$ cat config.mk
export PLATFORM = sky130hd
export DESIGN_NAME = ram_port_arbiter
export DESIGN_NICKNAME = d
export VERILOG_FILES = /design/src/rtl/ram_port_arbiter.sv
export SDC_FILE = /design/constraint.sdc
export NUM_CORES = 1
export LEC_CHECK = 0
export ABC_AREA = 1
export BUFFER_PORTS_ARGS = -buffer_cell sky130_fd_sc_hd__buf_2
export CAP_MARGIN = 10
export CORE_AREA = 2 2 102 104
export DETAILED_ROUTE_END_ITERATION = 10
export DIE_AREA = 0 0 104 106
export HOLD_SLACK_MARGIN = 0.08
export PLACE_DENSITY = 0.69
export SLEW_MARGIN = 20
export SYNTH_ARGS = -nofsm -noshare
export SYNTH_HDL_FRONTEND = slang
export SYNTH_SLANG_ARGS = --single-unit
$ cat constraint.sdc
create_clock -name clock -period 1.77 [get_ports clock]
set_clock_uncertainty 0.2 [all_clocks]
set_input_delay 0.177 -clock clock [delete_from_list [all_inputs] [get_ports clock]]
set_output_delay 0.177 -clock clock [all_outputs]
set_load 0.03 [all_outputs]
$ cat src/rtl/ram_port_arbiter.sv
// Two-requester round-robin arbiter for one single-port synchronous RAM, with
// an optional per-requester lock and a registered response tag.
module ram_port_arbiter #(
  parameter int unsigned ADDR_WIDTH = 8,
  parameter int unsigned DATA_WIDTH = 32,
  parameter int unsigned CNT_WIDTH  = 16
) (
  input  logic                  clock,
  input  logic                  resetn,
  input  logic                  req_valid_0,
  input  logic                  req_valid_1,
  output logic                  req_ready_0,
  output logic                  req_ready_1,
  input  logic                  req_we_0,
  input  logic                  req_we_1,
  input  logic                  req_lock_0,
  input  logic                  req_lock_1,
  input  logic [ADDR_WIDTH-1:0] req_addr_0,
  input  logic [ADDR_WIDTH-1:0] req_addr_1,
  input  logic [DATA_WIDTH-1:0] req_wdata_0,
  input  logic [DATA_WIDTH-1:0] req_wdata_1,
  output logic                  resp_valid_0,
  output logic                  resp_valid_1,
  output logic [DATA_WIDTH-1:0] resp_data_0,
  output logic [DATA_WIDTH-1:0] resp_data_1,
  output logic [ADDR_WIDTH-1:0] ram_addr,
  output logic [DATA_WIDTH-1:0] ram_data,
  output logic                  ram_we,
  input  logic [DATA_WIDTH-1:0] ram_out,
  output logic [CNT_WIDTH-1:0]  gnt_cnt_0,
  output logic [CNT_WIDTH-1:0]  gnt_cnt_1
);

  typedef enum logic [1:0] {
    ARB   = 2'd0,
    LOCK0 = 2'd1,
    LOCK1 = 2'd2
  } state_e;

  localparam logic [CNT_WIDTH-1:0] CNT_MAX = '1;

  state_e                state_q, state_d;
  logic                  prio_q, prio_d;
  logic                  resp_v0_q, resp_v0_d;
  logic                  resp_v1_q, resp_v1_d;
  logic [CNT_WIDTH-1:0]  cnt0_q, cnt0_d;
  logic [CNT_WIDTH-1:0]  cnt1_q, cnt1_d;
  logic                  grant0_c, grant1_c;

  always_ff @(posedge clock or negedge resetn) begin
    if (!resetn) begin
      state_q   <= ARB;
      prio_q    <= 1'b0;
      resp_v0_q <= 1'b0;
      resp_v1_q <= 1'b0;
      cnt0_q    <= '0;
      cnt1_q    <= '0;
    end else begin
      state_q   <= state_d;
      prio_q    <= prio_d;
      resp_v0_q <= resp_v0_d;
      resp_v1_q <= resp_v1_d;
      cnt0_q    <= cnt0_d;
      cnt1_q    <= cnt1_d;
    end
  end

  // Grant selection and lock tracking; a lock ends on an unlocked accept or a valid drop.
  always_comb begin
    grant0_c = 1'b0;
    grant1_c = 1'b0;
    state_d  = state_q;
    prio_d   = prio_q;
    case (state_q)
      ARB: begin
        grant0_c = req_valid_0 && (!req_valid_1 || !prio_q);
        grant1_c = req_valid_1 && (!req_valid_0 || prio_q);
        if (grant0_c && req_lock_0) begin
          state_d = LOCK0;
        end else if (grant1_c && req_lock_1) begin
          state_d = LOCK1;
        end
      end
      LOCK0: begin
        grant0_c = req_valid_0;
        if (!req_valid_0 || !req_lock_0) begin
          state_d = ARB;
        end
      end
      LOCK1: begin
        grant1_c = req_valid_1;
        if (!req_valid_1 || !req_lock_1) begin
          state_d = ARB;
        end
      end
      default: state_d = ARB;
    endcase
    if (grant0_c) begin
      prio_d = 1'b1;
    end else if (grant1_c) begin
      prio_d = 1'b0;
    end
  end

  // Response tag and saturating accept counters.
  always_comb begin
    resp_v0_d = grant0_c;
    resp_v1_d = grant1_c;
    cnt0_d    = cnt0_q;
    cnt1_d    = cnt1_q;
    if (grant0_c && (cnt0_q != CNT_MAX)) begin
      cnt0_d = cnt0_q + CNT_WIDTH'(1);
    end
    if (grant1_c && (cnt1_q != CNT_MAX)) begin
      cnt1_d = cnt1_q + CNT_WIDTH'(1);
    end
  end

  assign req_ready_0  = grant0_c;
  assign req_ready_1  = grant1_c;
  assign ram_addr     = grant1_c ? req_addr_1 : req_addr_0;
  assign ram_data     = grant1_c ? req_wdata_1 : req_wdata_0;
  assign ram_we       = (grant0_c && req_we_0) || (grant1_c && req_we_1);
  assign resp_valid_0 = resp_v0_q;
  assign resp_valid_1 = resp_v1_q;
  assign resp_data_0  = ram_out;
  assign resp_data_1  = ram_out;
  assign gnt_cnt_0    = cnt0_q;
  assign gnt_cnt_1    = cnt1_q;

endmodule
==> results.md, run 1 <==
- Antenna viol nets, final: 0
- CP Launch Type: flip-flop
- Critical path, cell by cell: nor2_4 > nand2_4 > inv_8 > buf_12 > buf_16 > nand2_2 > nand2_2 > buf_6
- Failing checks: negative setup slack
- Min-delay src: req_valid_0
- TNS Setup: -4.403 ns
- GRT overflow: 0
- Multiplexer area fraction after synthesis: 0
- CP max FO: 7
- Final core occ: 0.5019
- Xor and xnor fraction of the mapped netlist area: 0.03790
- Avg Inst Size Synth: roughly 6.3 um2
- # setup viols final: 42
- Largest cells by area after synthesis: nand2_1 (30%), dfrtp_1 (29%), buf_4 (15%)
- Worst Setup End Kind: output pin
- DR pass1 iterations: 4
- Final design area excluding fillers: ~0.005 mm2
- CP arrival: around 1.6 ns
- Core area: 0.01000 mm2
- Final Hold Viols: 0
- Post-route minimum period: ~1.9 ns
- Final WL: 11220 um
- Synth top area share: 0.3005
- Register bit total from synthesis: 37
- Crit share post-route: 1.090
- RSZ-0062 raised after global routing: yes
- Crit-path slowest cell: dfrtp_1
- Worst Tran Pin Value: around 0.43 ns
- CTS root buf: clkbuf_8
- Main combinational cell family by area after synthesis: simple AND/OR/NAND/NOR gates
- Number of max-cap violations: 0
- Achievable Freq: between 500 and 600 MHz
- Placed cell area: 0.003810 mm2
- Worst Path Required: approximately 1.4 ns
- Filler instances: 997
- Chip width: 104 um
- Most area-hungry cell type in the Yosys netlist: nand2_1
- Placed Instances: ~750
- Reg-to-reg endpoint: gnt_cnt_1[2]$_DFFE_PN0P_
- Clk sink count: 37
- Starting DRT DRC Count: roughly 150
- Share of layout cells above drive strength 1: 0.5046
- Post-route DRC: 0
- Top-Level Pins: between 200 and 300
- Vias per cell: 4.553
- Status: finished, violations left
- End of the worst hold path: resp_valid_0$_DFF_PN0_
- Die area: approximately 0.011 mm2
- Layout net count: 780
- Pleak: 0.002661 uW
- Adder-Cell Fraction of Synth Area: 0.007734
- PortBufs: 164
- Clk Latency, worst-skew pair: around 0.30 ns
- First-pass GRT wire length: between 15000 and 20000 um
- CP Class: reg -> out
- Reg2Reg Setup Slack: roughly 0.020 ns
- Fin. max-slew vios: 0
- WP depth: 8
- Hold Path Stages: 5
- Initial antenna violation count: 0
- Syn. warnings: 0
- Max VDD drop: 0.3471 mV
- Cells on worst reg2reg path: 10
- Final WS setup: -0.1590 ns
- Slew HR: 0.7147
- Crit path max-delay family: buffers and inverters
- CTS clk-pin slew, worst paths: ~0.07 ns
- Ant diodes: 0
- Filler-free cell count of the finished design: between 700 and 800
- Max Root-Sink Buffers: 2
- Syn nets: about 630
- Synth Area in Simple Gates: 0.4207
- Post-DP HPWL: 7631 um
- Area fraction in compound gates after synthesis: 0.03790
- Pre-CTS WS: -0.06550 ns
- Vias in the first global route: around 3300
- Largest net degree at the start of global routing: 20
- P per Cell Area: 923.9 mW/mm2
- Starting Density: 0.3236
- Sequential area share after synthesis: 0.2862
- CTS tree: yes
- CP max stage delay: a little over 0.4 ns
- Count of different cell masters after synthesis: 30
- Die Ht: approximately 110 um
- H-tree depth: 2
- Mapped cell area: between 0.003 and 0.004 mm2
- P&R area growth vs syn: 55.10%
- WL/cell: between 10 and 15 um
- Critical path buffers and inverters: 4
- Worst flop-to-flop path startpoint: state_q[0]$_DFFE_PN0P_
- Aggregate global-route resource usage: 0.1911
- Row cnt: 37
- DR vias: between 3000 and 4000
- Placer Congestion: 0.8196
- TritonCTS Buffers: 5
- Path category of the worst min-delay check: in -> reg
- Most repeated library cell on the critical path: nand2_2
- Syn Inst Count: slightly above 500
placed cells by master, fill, tap and decap left out, types with 2 or more instances in the layout:
cell | Yosys | final
nand2_1 | 259 | 177
buf_2 | 4 | 121
nand2_2 | 6 | 58
buf_6 | 3 | 36
buf_4 | 64 | 36
nor2_1 | 34 | 34
nand2_4 | 1 | 30
dfrtp_1 | 37 | 28
inv_1 | 27 | 24
nand3_1 | 16 | 14
nand4_1 | 10 | 10
xnor2_1 | 9 | 9
dfrtp_2 | 0 | 9
dlygate4sd3_1 | 0 | 8
o21ai_0 | 10 | 7
clkbuf_8 | 0 | 6
xor2_1 | 5 | 5
buf_12 | 1 | 5
o21ai_2 | 5 | 4
buf_8 | 0 | 4
nand3_2 | 1 | 3
nor2_4 | 1 | 3
o21ai_1 | 1 | 3
buf_16 | 0 | 3
inv_2 | 1 | 2
o21ai_4 | 0 | 2
nor2_2 | 4 | 2
clkbuf_16 | 0 | 2
how the worst max path moves through the flow:
stage,start,endpoint,slack [ns]
after floorplan,gnt_cnt_0[0]$_DFFE_PN0P_,gnt_cnt_0[9]$_DFFE_PN0P_,0.005
after global placement,gnt_cnt_1[0]$_DFFE_PN0P_,gnt_cnt_1[4]$_DFFE_PN0P_,-0.008
after detailed placement,gnt_cnt_1[0]$_DFFE_PN0P_,gnt_cnt_1[3]$_DFFE_PN0P_,-0.07
after CTS,state_q[0]$_DFFE_PN0P_,ram_addr[6],-0.17
after global routing,prio_q$_DFFE_PN0P_,ram_data[8],-0.22
final,state_q[0]$_DFFE_PN0P_,ram_data[11],-0.16
cells by family (layout without fill, tap and decap cells):
group           after synthesis  count (layout)
buf+inv                     105             251
compound gates               19              19
xor+xnor                     14              14
simple gates                335             335
fa+ha+maj                     2               2
flops                        37              37
Yosys cell counts:
cell      count
buf_12        1
dfrtp_1      37
xor2_1        5
clkbuf_1      4
xnor2_1       9
nand2_4       1
nand2_1     259
inv_2         1
nand2_2       6
buf_2         4
a211oi_1      1
clkinv_1      1
nand3b_2      1
o21ai_0      10
nor2_4        1
o21ai_2       5
inv_1        27
o31ai_1       1
nand3b_1      1
nor2_2        4
ha_1          2
a22o_1        1
o21ai_1       1
buf_6         3
nand4_1      10
nor2_1       34
nor3_1        1
nand3_2       1
buf_4        64
nand3_1      16
registers in the layout, indices dropped and copies added (netlist names):
name          count
gnt_cnt_1        16
gnt_cnt_0        16
resp_valid_0      1
state_q           2
prio_q            1
resp_valid_1      1
metal layers:
layer / wire (um) / track usage / vias up
met5: 0 / 0 / -
met4: 206 / 0.05309 / 0
met3: 788 / 0.05089 / 17
met2: 5611 / 0.3210 / 167
met1: 4613 / 0.2423 / 1622
li1: - / - / 1809
final cells by class:
class                           instances  area (um2)  share of cell area
Inverter                               29       118.9             0.02368
Timing Repair Buffer                  215        1654              0.3296
Tap cell                              136       170.2             0.03391
Clock buffer                            7       86.33             0.01720
Multi-Input combinational cell        370        2052              0.4089
Sequential cell                        37       937.1              0.1867
metrics by stage:
stage / power [uW] / hold WS, ns
after CTS: 4498 / 0.09444
after global placement: 3385 / -0.1468
after global routing: 4942 / 0.1502
after floorplan: 2975 / -0.3186
final: 4636 / 0.1385
after detailed placement: 3409 / -0.1441
power breakdown:
group | switching [uW] | internal [uW]
registers | 270 | 1040
clock network | 309 | 309
logic | 1590 | 1110
timing repair:
action | in CTS | in global routing
cloned | 4 | 3
endpoints found under the hold margin | 39 | 0
pin swaps | 12 | 23
hold buffers | 8 | 0
setup buffers | 20 | 1
endpoints found under the setup margin | 56 | 75
gates resized for setup | 145 | 90
worst min-delay path: stages:
cell     delay [ns]
buf_2          0.13
nand2_1        0.07
inv_1          0.06
o21ai_4        0.09
inv_4          0.07
(Power assumes the default switching activity.)
==> run 2: changes to the inputs <==
--- a/config.mk
+++ b/config.mk
@@ -12,8 +12,7 @@
 export DETAILED_ROUTE_END_ITERATION = 10
 export DIE_AREA = 0 0 104 106
 export HOLD_SLACK_MARGIN = 0.08
-export PLACE_DENSITY = 0.69
-export SLEW_MARGIN = 20
+export PLACE_DENSITY = 0.66
 export SYNTH_ARGS = -nofsm -noshare
 export SYNTH_HDL_FRONTEND = slang
 export SYNTH_SLANG_ARGS = --single-unit
==> run 2 against run 1 <==
Effect of this change: the run still ends with negative setup slack left; first-iteration DRC count grew 23%; via count shrank 1.7%; flip-flop and latch count is the same; critical path depth shrank 1; hold slack lost 0.030 ns; critical endpoint is now ram_we; largest power group unchanged; highest routed layer is now met5.
==> results.md, run 2 (synthesized netlist as in run 1, its figures left out) <==
- Ant diodes: 0
- CTS clk-pin slew, worst paths: roughly 0.070 ns
- PortBufs: between 150 and 200
- Cells on worst reg2reg path: 9
- CP max stage delay: 0.40 ns
- Reg-to-reg endpoint: gnt_cnt_1[5]$_DFFE_PN0P_
- CP Launch Type: flip-flop
- Failing checks: negative setup slack
- P per Cell Area: ~1000 mW/mm2
- Antenna viol nets, final: 0
- Core area: about 0.010 mm2
- Initial antenna violation count: 1
- Worst Setup End Kind: output pin
- First-pass GRT wire length: ~17000 um
- Final WS setup: -0.1073 ns
- RSZ-0062 raised after global routing: yes
- Fin. max-slew vios: 0
- Top-Level Pins: about 260
- Min-delay src: req_valid_1
- Share of layout cells above drive strength 1: 0.3969
- P&R area growth vs syn: 40.26%
- Crit share post-route: 1.061
- Achievable Freq: roughly 530 MHz
- Worst flop-to-flop path startpoint: state_q[0]$_DFFE_PN0P_
- End of the worst hold path: state_q[0]$_DFFE_PN0P_
- Pleak: approximately 0.0024 uW
- CTS tree: yes
- Pre-CTS WS: between 0.02 and 0.025 ns
- Die Ht: 106 um
- Final WL: between 10000 and 15000 um
- Critical path, cell by cell: inv_2 > nand3_2 > nand2_4 > inv_8 > buf_8 > a22o_1 > buf_6
- DR pass1 iterations: 4
- Reg2Reg Setup Slack: about 0.10 ns
- Worst Tran Pin Value: 0.2734 ns
- Starting DRT DRC Count: between 150 and 200
- Vias per cell: 4.580
- WL/cell: about 14 um
- Placer Congestion: approximately 0.84
- Path category of the worst min-delay check: in -> reg
- CP arrival: around 1.5 ns
- Clk sink count: 37
- Worst Path Required: about 1.4 ns
- Most frequent cells in the layout: nand2_1 (235), buf_2 (121), buf_6 (43), nor2_1 (32), dfrtp_1 (31)
- Post-route minimum period: roughly 1.9 ns
- Row cnt: 37
- Die area: between 0.01 and 0.015 mm2
- Max VDD drop: between 0.3 and 0.4 mV
- Hold Path Stages: 4
- H-tree depth: 2
- Chip width: roughly 100 um
- Crit-path slowest cell: dfrtp_1
- GRT overflow: 0
- Filler instances: between 1000 and 1500
- Commonest non-fill, non-tap cell in the layout: nand2_1
- TritonCTS Buffers: 5
- Clk Latency, worst-skew pair: just under 0.3 ns
- # setup viols final: 42
- Power Total: around 4600 uW
- DR vias: around 3600
- CP Class: reg -> out
- Vias in the first global route: about 3400
- Layout net count: about 760
- Final Hold Viols: 0
- Largest net degree at the start of global routing: 38
- Aggregate global-route resource usage: 0.1875
- Number of max-cap violations: 0
- CP max FO: 7
- Post-DP HPWL: around 7900 um
- Status: finished, violations left
- Post-route DRC: 0
- Max Root-Sink Buffers: 2
- CTS root buf: clkbuf_8
- Slew HR: 0.8170
- Starting Density: 0.3236
-- run 2: power breakdown --
group	internal (uW)	switching [uW]	total [uW]
sequential	1040	268	1310
combinational	949	1490	2430
clock	560	320	880
-- run 2: final cells by class --
type	instances	area [um2]	share of cell area
Sequential cell	37	933.4	0.2057
Inverter	29	116.4	0.02564
Timing Repair Buffer	196	1455	0.3207
Multi-Input combinational cell	370	1729	0.3810
Clock buffer	5	68.82	0.01516
Tap cell	136	170.2	0.03750
Clock inverter	3	65.06	0.01434
-- run 2: critical path, delay by kind of cell (launching register included) --
kind / cells / cell delay, ns
buf+inv: 4 / 0.41
flops: 1 / 0.40
simple gates: 2 / 0.20
compound gates: 1 / 0.21
-- run 2: worst max path at each step --
stage	start	end	slack [ns]	cells past startpoint
global placement	gnt_cnt_1[1]$_DFFE_PN0P_	gnt_cnt_1[3]$_DFFE_PN0P_	0.06	7
CTS	state_q[1]$_DFFE_PN0P_	ram_we	-0.16	7
global route	prio_q$_DFFE_PN0P_	ram_we	-0.21	7
detailed placement	state_q[1]$_DFFE_PN0P_	ram_data[22]	0.02	7
floorplan	gnt_cnt_0[0]$_DFFE_PN0P_	gnt_cnt_0[9]$_DFFE_PN0P_	0.005	10
finish	prio_q$_DFFE_PN0P_	ram_we	-0.11	7
-- run 2: through the flow --
step	cells	area (um2)	util	hold slack [ns]	TNS, ns
4_1_cts	774	4477	0.4477	0.08443	-3.374
5_1_grt	776	4538	0.4538	0.1126	-6.576
3_5_place_dp	751	3812	0.3813	-0.03799	0
3_3_place_gp	751	3812	0.3813	-0.03853	0
6_report	776	4538	0.4538	0.1088	-2.277
2_1_floorplan	512	3241	-	-0.3186	0
-- run 2: timing repair --
item | 4_1_cts | 5_1_grt
hold endpoints to repair | 39 | 0
hold buffers | 6 | 0
pin swaps | 8 | 3
setup endpoints to repair | 43 | 71
setup buffers | 7 | 2
gates resized for setup | 121 | 12
gates cloned | 2 | 0
-- run 2: per-layer routing --
metal,vias up,track usage,part of all wire
li1,1764,-,-
met1,1609,0.2335,0.43
met2,168,0.3195,0.48
met3,11,0.05457,0.079
met4,2,0.04633,0.011
met5,-,0,0.0012
==> run 3: changes to the inputs <==
--- a/config.mk
+++ b/config.mk
@@ -8,11 +8,12 @@
 export ABC_AREA = 1
 export BUFFER_PORTS_ARGS = -buffer_cell sky130_fd_sc_hd__buf_2
 export CAP_MARGIN = 10
-export CORE_AREA = 2 2 102 104
+export CORE_AREA = 2 2 103 105
 export DETAILED_ROUTE_END_ITERATION = 10
-export DIE_AREA = 0 0 104 106
+export DIE_AREA = 0 0 105 107
 export HOLD_SLACK_MARGIN = 0.08
-export PLACE_DENSITY = 0.66
+export PLACE_DENSITY = 0.65
+export SETUP_SLACK_MARGIN = 0.15
 export SYNTH_ARGS = -nofsm -noshare
 export SYNTH_HDL_FRONTEND = slang
 export SYNTH_SLANG_ARGS = --single-unit
==> run 3 against run 2 <==
Effect of this change: fmax shrank 2.3%; power rose by 5.6%; the run still ends with negative setup slack left; hold slack worse by 0.0092 ns; critical endpoint is now ram_data[2]; highest routed layer is now met4; final area is 10% higher; setup slack got worse by 0.043 ns; utilization is 4.1 points higher; cell count rose by 2.2%; global-route usage grew 1.1 points; wire length up 14%; via count up 5.2%; register-to-register slack worse by 0.19 ns; critical path type unchanged.
==> results.md, run 3 (synthesized netlist as in run 1, its figures left out) <==
- CTS root buf: clkbuf_8
- PortBufs: 164
- RSZ-0062 raised after global routing: yes
- Post-DP HPWL: approximately 8000 um
- Slew HR: 0.6744
- Crit share post-route: 1.085
- P&R area growth vs syn: 54.45%
- Achievable Freq: ~520 MHz
- Starting DRT DRC Count: between 150 and 200
- Share of layout cells above drive strength 1: 0.5038
- Pleak: around 0.0026 uW
- Vias in the first global route: 3588
- Chip width: between 100 and 150 um
- First-pass GRT wire length: 17870 um
- Layout net count: 778
- P per Cell Area: around 980 mW/mm2
- Post-route minimum period: approximately 1.9 ns
- Top-Level Pins: 261
- Worst Setup End Kind: output pin
- CTS clk-pin slew, worst paths: approximately 0.07 ns
- # setup viols final: 55
- TritonCTS Buffers: 5
- Clk sink count: 37
- Row cnt: 37
- CP Launch Type: flip-flop
- Vias per cell: 4.715
- CP arrival: approximately 1.5 ns
- Clk Latency, worst-skew pair: roughly 0.28 ns
- H-tree depth: 2
- Starting Density: 0.3206
- CP Class: reg -> out
- DR vias: 3739
- Aggregate global-route resource usage: 0.1982
- GRT overflow: 0
- Antenna viol nets, final: 0
- Commonest non-fill, non-tap cell in the layout: nand2_1
- Number of max-cap violations: 0
- WL/cell: between 15 and 20 um
- CTS tree: yes
- Final WS setup: -0.1507 ns
- Worst Tran Pin Value: 0.4883 ns
- Final Hold Viols: 0
- Placer Congestion: ~0.84
- Initial antenna violation count: 0
- CP max FO: 10
- Ant diodes: 0
- Path category of the worst min-delay check: in -> reg
- Core area: ~0.010 mm2
- Final WL: roughly 12000 um
- Worst Path Required: 1.39 ns
- Post-route DRC: 0
- Die Ht: ~110 um
- TNS Setup: -5.067 ns
- Die area: roughly 0.011 mm2
- Pre-CTS WS: a little over 0.08 ns
- Failing checks: negative setup slack
- Fin. max-slew vios: 0
- Most frequent cells in the layout: nand2_1 (206), buf_2 (121), nand2_2 (50), buf_6 (50), nor2_1 (24)
- Status: finished, violations left
- Max Root-Sink Buffers: 2
- Largest net degree at the start of global routing: 22
- DR pass1 iterations: 5
- Max VDD drop: 0.4790 mV
## run 3: path summary, 6_finish.rpt
check,startpoint,endpoint,slack [ns],cells past startpoint
max in group asynchronous,resetn,gnt_cnt_0[0]$_DFFE_PN0P_,0.69,3
max reg2reg,state_q[0]$_DFFE_PN0P_,gnt_cnt_1[14]$_DFFE_PN0P_,-0.09,10
max,state_q[0]$_DFFE_PN0P_,ram_data[2],-0.15,7
min in group asynchronous,resetn,gnt_cnt_0[3]$_DFFE_PN0P_,0.18,2
min,req_valid_1,state_q[0]$_DFFE_PN0P_,0.1,4
min reg2reg,gnt_cnt_0[12]$_DFFE_PN0P_,gnt_cnt_0[12]$_DFFE_PN0P_,0.34,1
## run 3: final cells by class
class                           instances  area (um2)
Clock buffer                            8       90.09
Fill cell                             999        5095
Tap cell                              136       170.2
Sequential cell                        37       952.2
Inverter                               29       118.9
Multi-Input combinational cell        372        1969
Timing Repair Buffer                  211        1697
## run 3: what timing repair did
action                     4_1_cts  5_1_grt
gates cloned                     4        6
hold endpoints to repair        39        0
gates resized for setup        143       51
setup endpoints to repair       72       74
hold buffers                     5        0
setup buffers                   14        8
pin swaps                       13       10
## run 3: power breakdown
group | internal, uW | switching [uW]
sequential | 1060 | 293
combinational | 1220 | 1690
clock | 318 | 306
total | 2600 | 2290
## run 3: routing by layer
layer,routed length [um],track usage,vias up
met5,0,0.009524,-
met4,279,0.06667,0
met3,764,0.03891,18
met2,6038,0.3418,202
met1,4920,0.2469,1715
li1,-,-,1804
## run 3: stage by stage
stage          area [um2]  hold slack, ns  instances  utilization  total power (uW)
4_1_cts              4683         0.08339        779       0.4640              4578
2_1_floorplan        3323         -0.3186        512            -              3076
6_report             4997         0.09959        793       0.4952              4885
3_3_place_gp         3882        -0.03917        748       0.3847              3430
3_5_place_dp         3882        -0.03008        748       0.3847              3487
5_1_grt              4997          0.1317        793       0.4952              5192
## run 3: critical path: stages (launching register included)
cell and delay (ns):
dfrtp_1 0.43, nor2_4 0.14, nand2_4 0.11, buf_12 0.15
clkbuf_16 0.16, nand2_1 0.07, nand2_1 0.07, buf_6 0.14
